## src/rtl/hazard_ctrl.sv

```systemverilog
// hazard_ctrl: stall/flush/forwarding control for the IF/ID, ID/EX and EX/MEM stage registers.
//   Inputs : clk, aclr (async, active-low), D/E source regs, E/M/W destinations and write enables,
//            wb_selE, br_takenE, mem_busy.
//   Outputs: stallF/D/E/M, flushD/E (sclr), fwd_aE/fwd_bE (00 regfile, 01 M, 10 W),
//            mem_timeout (sticky), stall_cnt/flush_cnt.
//   Define HAZ_PERF_CNT_EN to build the saturating performance counters; otherwise they read 0.
module hazard_ctrl #(
    parameter logic [1:0] WB_LOAD     = 2'b01,
    parameter int         MEM_TIMEOUT = 255,
    parameter int         CNT_W       = 32
) (
    input  logic             clk,
    input  logic             aclr,
    input  logic [4:0]       rs1_addrD,
    input  logic [4:0]       rs2_addrD,
    input  logic [4:0]       rs1_addrE,
    input  logic [4:0]       rs2_addrE,
    input  logic [4:0]       rd_addrE,
    input  logic             rd_wrenE,
    input  logic [1:0]       wb_selE,
    input  logic [4:0]       rd_addrM,
    input  logic             rd_wrenM,
    input  logic [4:0]       rd_addrW,
    input  logic             rd_wrenW,
    input  logic             br_takenE,
    input  logic             mem_busy,
    output logic             stallF,
    output logic             stallD,
    output logic             stallE,
    output logic             stallM,
    output logic             flushD,
    output logic             flushE,
    output logic [1:0]       fwd_aE,
    output logic [1:0]       fwd_bE,
    output logic             mem_timeout,
    output logic [CNT_W-1:0] stall_cnt,
    output logic [CNT_W-1:0] flush_cnt
);
    typedef enum logic [1:0] {BOOT, RUN, WAIT} state_t;
    localparam logic [15:0] TIMEOUT = 16'(MEM_TIMEOUT);
    state_t      state;
    logic        pendBr;
    logic [15:0] waitCnt;
    logic        boot, lu, br, busyAct, brAct, luAct;
    assign boot = state == BOOT;
    assign lu = rd_wrenE && wb_selE == WB_LOAD && rd_addrE != 5'd0 &&
                (rd_addrE == rs1_addrD || rd_addrE == rs2_addrD);
    assign br = br_takenE | pendBr;
    // Priority: memory wait freezes everything, then redirect, then load-use bubble.
    assign busyAct = !boot && mem_busy;
    assign brAct   = !boot && !mem_busy && br;
    assign luAct   = !boot && !mem_busy && !br && lu;
    assign stallF = busyAct | luAct;
    assign stallD = busyAct | luAct;
    assign stallE = busyAct;
    assign stallM = busyAct;
    assign flushD = boot | brAct;
    assign flushE = boot | brAct | luAct;
    function automatic logic [1:0] fwdSel(input logic [4:0] rs);
        return (rd_wrenM && rd_addrM != 5'd0 && rd_addrM == rs) ? 2'b01 :
               (rd_wrenW && rd_addrW != 5'd0 && rd_addrW == rs) ? 2'b10 : 2'b00;
    endfunction
    assign fwd_aE = boot ? 2'b00 : fwdSel(rs1_addrE);
    assign fwd_bE = boot ? 2'b00 : fwdSel(rs2_addrE);
    always_ff @(posedge clk or negedge aclr) begin
        if (!aclr) begin
            state       <= BOOT;
            pendBr      <= 1'b0;
            waitCnt     <= 16'd0;
            mem_timeout <= 1'b0;
        end else if (boot) begin
            state <= RUN;
        end else begin
            state <= mem_busy ? WAIT : RUN;
            // A redirect seen during a wait is held; any non-busy cycle consumes it.
            pendBr  <= mem_busy ? (pendBr | br_takenE) : 1'b0;
            waitCnt <= !mem_busy ? 16'd0 : (waitCnt >= TIMEOUT ? waitCnt : waitCnt + 16'd1);
            if (mem_busy && waitCnt >= TIMEOUT - 16'd1)
                mem_timeout <= 1'b1;
        end
    end
`ifdef HAZ_PERF_CNT_EN
    logic [CNT_W-1:0] stallCnt, flushCnt;
    always_ff @(posedge clk or negedge aclr) begin
        if (!aclr) begin
            stallCnt <= '0;
            flushCnt <= '0;
        end else begin
            if (stallF && !(&stallCnt))
                stallCnt <= stallCnt + 1'b1;
            if (brAct && !(&flushCnt))
                flushCnt <= flushCnt + 1'b1;
        end
    end
    assign stall_cnt = stallCnt;
    assign flush_cnt = flushCnt;
`else
    assign stall_cnt = '0;
    assign flush_cnt = '0;
`endif
endmodule

```

## config.mk

```make
export PLATFORM = sky130hd
export DESIGN_NAME = hazard_ctrl
export DESIGN_NICKNAME = d
export VERILOG_FILES = /design/src/rtl/hazard_ctrl.sv
export SDC_FILE = /design/constraint.sdc
export NUM_CORES = 1
export LEC_CHECK = 0
export CORE_MARGIN = 8
export CORE_UTILIZATION = 40
export DETAILED_ROUTE_END_ITERATION = 10
export HOLD_SLACK_MARGIN = 0.06
export PLACE_DENSITY = 0.95
export SETUP_SLACK_MARGIN = 0.3
export SKIP_LAST_GASP = 1
export SYNTH_ARGS = -nofsm -noshare
export SYNTH_HDL_FRONTEND = slang
export SYNTH_SLANG_ARGS = --single-unit
```

## constraint.sdc

```tcl
create_clock -name clk -period 3.6 [get_ports clk]
set_input_delay 0.9 -clock clk [delete_from_list [all_inputs] [get_ports clk]]
set_output_delay 0.9 -clock clk [all_outputs]
set_load 0.01 [all_outputs]
```

* Word-level counts from Yosys, hierarchy flattened *
Index checks and enable logic that the tools add are counted.

word-level totals
  flip-flop bits (word level) = 20
  output and inout bits = 75
  word-level logic and storage cells = 56

operators by class
  $add $sub $neg = 1
  magnitude comparators = 2
  equal/unequal tests = 8
  mux-type cells = 11
  bitwise logic cells = 5
  reduce and logical (&&, ||, !) cells = 25

operator list
  operator               number
  $ge 16x8->1 const B    2
  $mux 16                2
  $eq 5x5->1             6
  $add 16x1->16 const B  1
  $mux 2                 8
  $logic_and 1x1->1      15
  $reduce_bool 5->1      3
  $or 1x1->1             4
  $reduce_and 2->1       2
  $logic_not 1->1        3
  $eq 2x1->1 const B     1
  $logic_not 2->1        1
  $ne 2x2->1 const B     1
  $logic_or 1x1->1       1
  $mux 1                 1
  $not 1->1              1

* Logic depth before layout (Yosys ltp) *
  word-level depth = 6
  depth in mapped cells = 6

* Worst setup path after synthesis *
Ideal clock, no wire load.

  kind = input port to output port
  start = input port rd_addrM[1]
  end = output port fwd_aE[1]
  arrival = 2.170 ns
  required time = 2.700 ns
  setup slack = 0.530 ns
  stages = 4
  cells stage by stage = or4_1 -> o21ai_1 -> nor3_1 -> nor4_1

on the way
  longest elaborated chain between the ends = 5

RTL lines
  item                   RTL line  RTL
  from (decl)            21        input logic [4:0] rd_addrM,
  $reduce_bool 5->1      60        return (rd_wrenM && rd_addrM != 5'd0 && rd_addrM == rs) ? 2'b01 :
  $logic_and 1x1->1      60
  $logic_and 1x1->1 (*)  60
  $mux 2 (*)             60
  $mux 2 (*)             63        assign fwd_aE = boot ? 2'b00 : fwdSel(rs1_addrE);
  to (decl)              33        output logic [1:0] fwd_aE,

Mark *: on every way between the ends. The rest lies on a longest branch, timed or not.

* Worst setup path in the final report *
  start = input port mem_busy
  end = output port flushD

on the way
  longest elaborated chain between the ends = 4

RTL lines
  item                             RTL line  RTL
  from (decl)                      26        input logic mem_busy,
  $logic_not 1->1                  --
  $logic_and 1x1->1 (2 in series)  51        assign brAct = !boot && !mem_busy && br;
  $or 1x1->1                       57        assign flushD = boot | brAct;
  to (decl)                        31        output logic flushD,

Every way passes these cells.

==> impl_metrics.csv <==
group,metric,value,unit
run_status,status,"completed",
detailed_routing,drc,0,
synth,synth_seq_cells,20,
cells_and_area,final_cell_area,2340,um^2
sta,fin_skew,1.38,ps
detailed_routing,drt-total-wl,4940,um
floorplanning,initial_utilization,0.420,
placement,hpwlAfterDp,4230,um
sta,tightestPinTransition,862,ps
cells_and_area,drive_above_1_share,0.154,
critical_path,path_common_cell,"clkdlybuf4s50_1",
critical_path,crit_path_top_delay_cell,"clkdlybuf4s50_1",
synth,synth_top_area_share,0.270,
sta,rsz0062_at_grt,"false",
cells_and_area,syn_to_final_growth,26.5,%
floorplanning,die_x,84.1,um
global_route,grt_pass1_wl,8150,um
synth,synth_top_area_cell,"dfrtp_1",
synth,yosysSeqAreaShare,0.270,
detailed_routing,detail_route.wl_per_cell,14.9,um
clock_network,clkTransAtPathRegs,70,ps
cells_and_area,nets,328,
hold_path,hp-class,"flip-flop to flip-flop",
placement,port_buffers,54,
synth,async_flop_share,1.00,
sta,min_period,3240,ps
critical_path,arrival,2340,ps
sta,hold_viol_final,0,
detailed_routing,vias,1595,
critical_path,worstPathMaxFanout,6,
floorplanning,io_pins,119,
global_route,grt.overflow.total,0,
clock_network,max-clock-path-buffers,2,
sta,finalSetupViolCount,0,
detailed_routing,drt_iter0_markers,50,
sta,layout_setup_ws,361,ps
power_and_ir_drop,leakagePower,1.13,nW
synth,syn_inst,211,
global_route,antenna_found_initial,0,
synth,avgSynthCellArea,8.78,um^2
synth,synth_edf_count,0,
synth,synth_top_family_by_area,"buffers and inverters",
sta,fin_worst_hold_slack,487,ps
clock_network,clk_latency,260,ps
global_route,grtUsageMet2,0.241,
clock_network,cts.sinks,20,
critical_path,path_buf_inv,3,
synth,synth_cell_types,35,
synth,ys_warn_count,0,
synth,synthMuxAreaShare,0,
power_and_ir_drop,p_per_area,253,nW/um^2
clock_network,cts_max_level,1,
floorplanning,dieArea,7070,um^2
synth,synth_xor_area_frac,0.142,
clock_network,cts_root_buffer,"clkbuf_8",
global_route,grt_pass1_vias,1763,
global_route,grt-busiest-layer,"met2",
synth,yosys.area_share.simple,0.194,
sta,drv_slew,0,
placement,post_dp_cell_area,2310,um^2
clock_network,cts_tree,"yes",
global_route,met1_usage,0.129,
sta,max_freq,309,MHz
sta,fin_crit_sh,0.900,
global_route,grt.total_usage,0.134,
job,max_cap_viol_count,0,
critical_path,end_kind,"output pin",
critical_path,path_delay_family,"buffers and inverters",
cells_and_area,mostFrequentLayoutCell,"conb_1",
placement,gp_congestion,0.870,
detailed_routing,final_antenna_net_count,0,
detailed_routing,avgViaCountPerCell,4.80,
critical_path,crit_chain,"clkdlybuf4s50_1 > buf_4 > o21ai_0 > clkdlybuf4s50_1",
synth,ys.flop_type,"dfrtp_1",
critical_path,crit_type,"input pin to output pin",
global_route,use_met3,0.0518,
synth,synth_compound_area_frac,0.0932,
global_route,grt_max_degree,21,
power_and_ir_drop,ir_drop,0.000173,V
critical_path,critPathMaxStageDelay,610,ps
detailed_routing,dr.pass1.iters,4,
cells_and_area,mostFrequentLayoutCells,"conb_1 (64), clkdlybuf4s50_1 (31), xor2_1 (20), dfrtp_1 (20), buf_4 (16)",
floorplanning,die_h,84.1,um
cells_and_area,diodes,0,
clock_network,cts_buffers,3,
critical_path,startpoint_type,"input pin",
clock_network,hold_buffers,0,
critical_path,cp.required,2700,ps
sta,relSlewSlack,0.423,
placement,pre_cts_slack,-332,ps
floorplanning,core_area,4410,um^2
synth,synth_area,1850,um^2
synth,synthAdderAreaFrac,0.0135,
synth,synth_area_leaders,"dfrtp_1 (27%), buf_4 (27%), xor2_1 (9.5%), xnor2_1 (4.7%), or4_1 (3.6%)",
floorplanning,num_rows,24,
## state kept, by name, indices dropped and copies added, names as in the netlist
signal       flops
state            2
waitCnt         16
pendBr           1
mem_timeout      1
## path summary, 6_finish.rpt
check / slack [ps] / endpoint / depth (start not counted) / startpoint
max in group asynchronous: 1940 / waitCnt[14] / 1 / aclr
worst min register to register: 490 / waitCnt[4] / 1 / waitCnt[4]
worst max-delay path: 360 / flushD / 4 / mem_busy
worst max register to register: 1460 / waitCnt[5] / 4 / waitCnt[14]
worst min-delay path: 490 / waitCnt[4] / 1 / waitCnt[4]
min in group asynchronous: 1130 / waitCnt[6] / 1 / aclr
## metrics by stage
step	cells	setup TNS (ps)	utilization	total power [mW]
after floorplan	274	0	-	0.399
after global placement	328	-677	0.524	0.447
after detailed placement	328	-1100	0.524	0.455
after CTS	331	0	0.527	0.591
after global routing	332	0	0.531	0.628
final	332	0	0.531	0.594
## Yosys cell counts (3+ instances only)
cell type / instances
buf_4: 66
dfrtp_1: 20
xor2_1: 20
xnor2_1: 10
or4_1: 9
nor2b_1: 8
nand3_1: 7
nor3_1: 7
a21oi_1: 6
nor2_1: 6
nand2_1: 5
nor4_1: 4
o211ai_1: 4
o21ai_0: 4
o31ai_1: 4
and3_1: 3
clkbuf_1: 3
inv_1: 3
## final cells by class
class	count	area [um^2]
Fill cell	407	2070
Multi-Input combinational cell	181	1090
Timing Repair Buffer	73	632
Sequential cell	20	500
Tap cell	52	65.1
Clock buffer	3	41.3
Inverter	3	11.3
## worst register-to-register path, cell delays in order, from the launching register on
cell and delay (ps):
dfrtp_1 380, or4_4 550, or3_4 460, or4_1 520
a21oi_1 160
## cell families (layout without fill, tap and decap cells)
kind of cell,Yosys count,count (layout)
compound gates,26,26
xor+xnor,30,30
fa+ha+maj,2,2
buf+inv,73,79
flops,20,20
other cells,1,64
simple gates,59,59
## power breakdown
part / internal, mW / leakage, nW / switching [mW]
combinational: 0.0936 / 0.839 / 0.109
sequential: 0.234 / 0.268 / 0.0134
clock: 0.0745 / 0.0216 / 0.0694
## per-layer routing
layer | vias up | wire length (um)
li1 | 737 | -
met1 | 752 | 1720
met2 | 89 | 2610
met3 | 17 | 447
met4 | 0 | 159
met5 | - | 0
## timing repair
item / 4_1_cts / 5_1_grt
buffers inserted: 0 / 1
resized for setup: 54 / 11
pin swaps: 11 / 7
endpoints found under the setup margin: 7 / 6
Note: power is estimated with default switching activity, not from simulation.
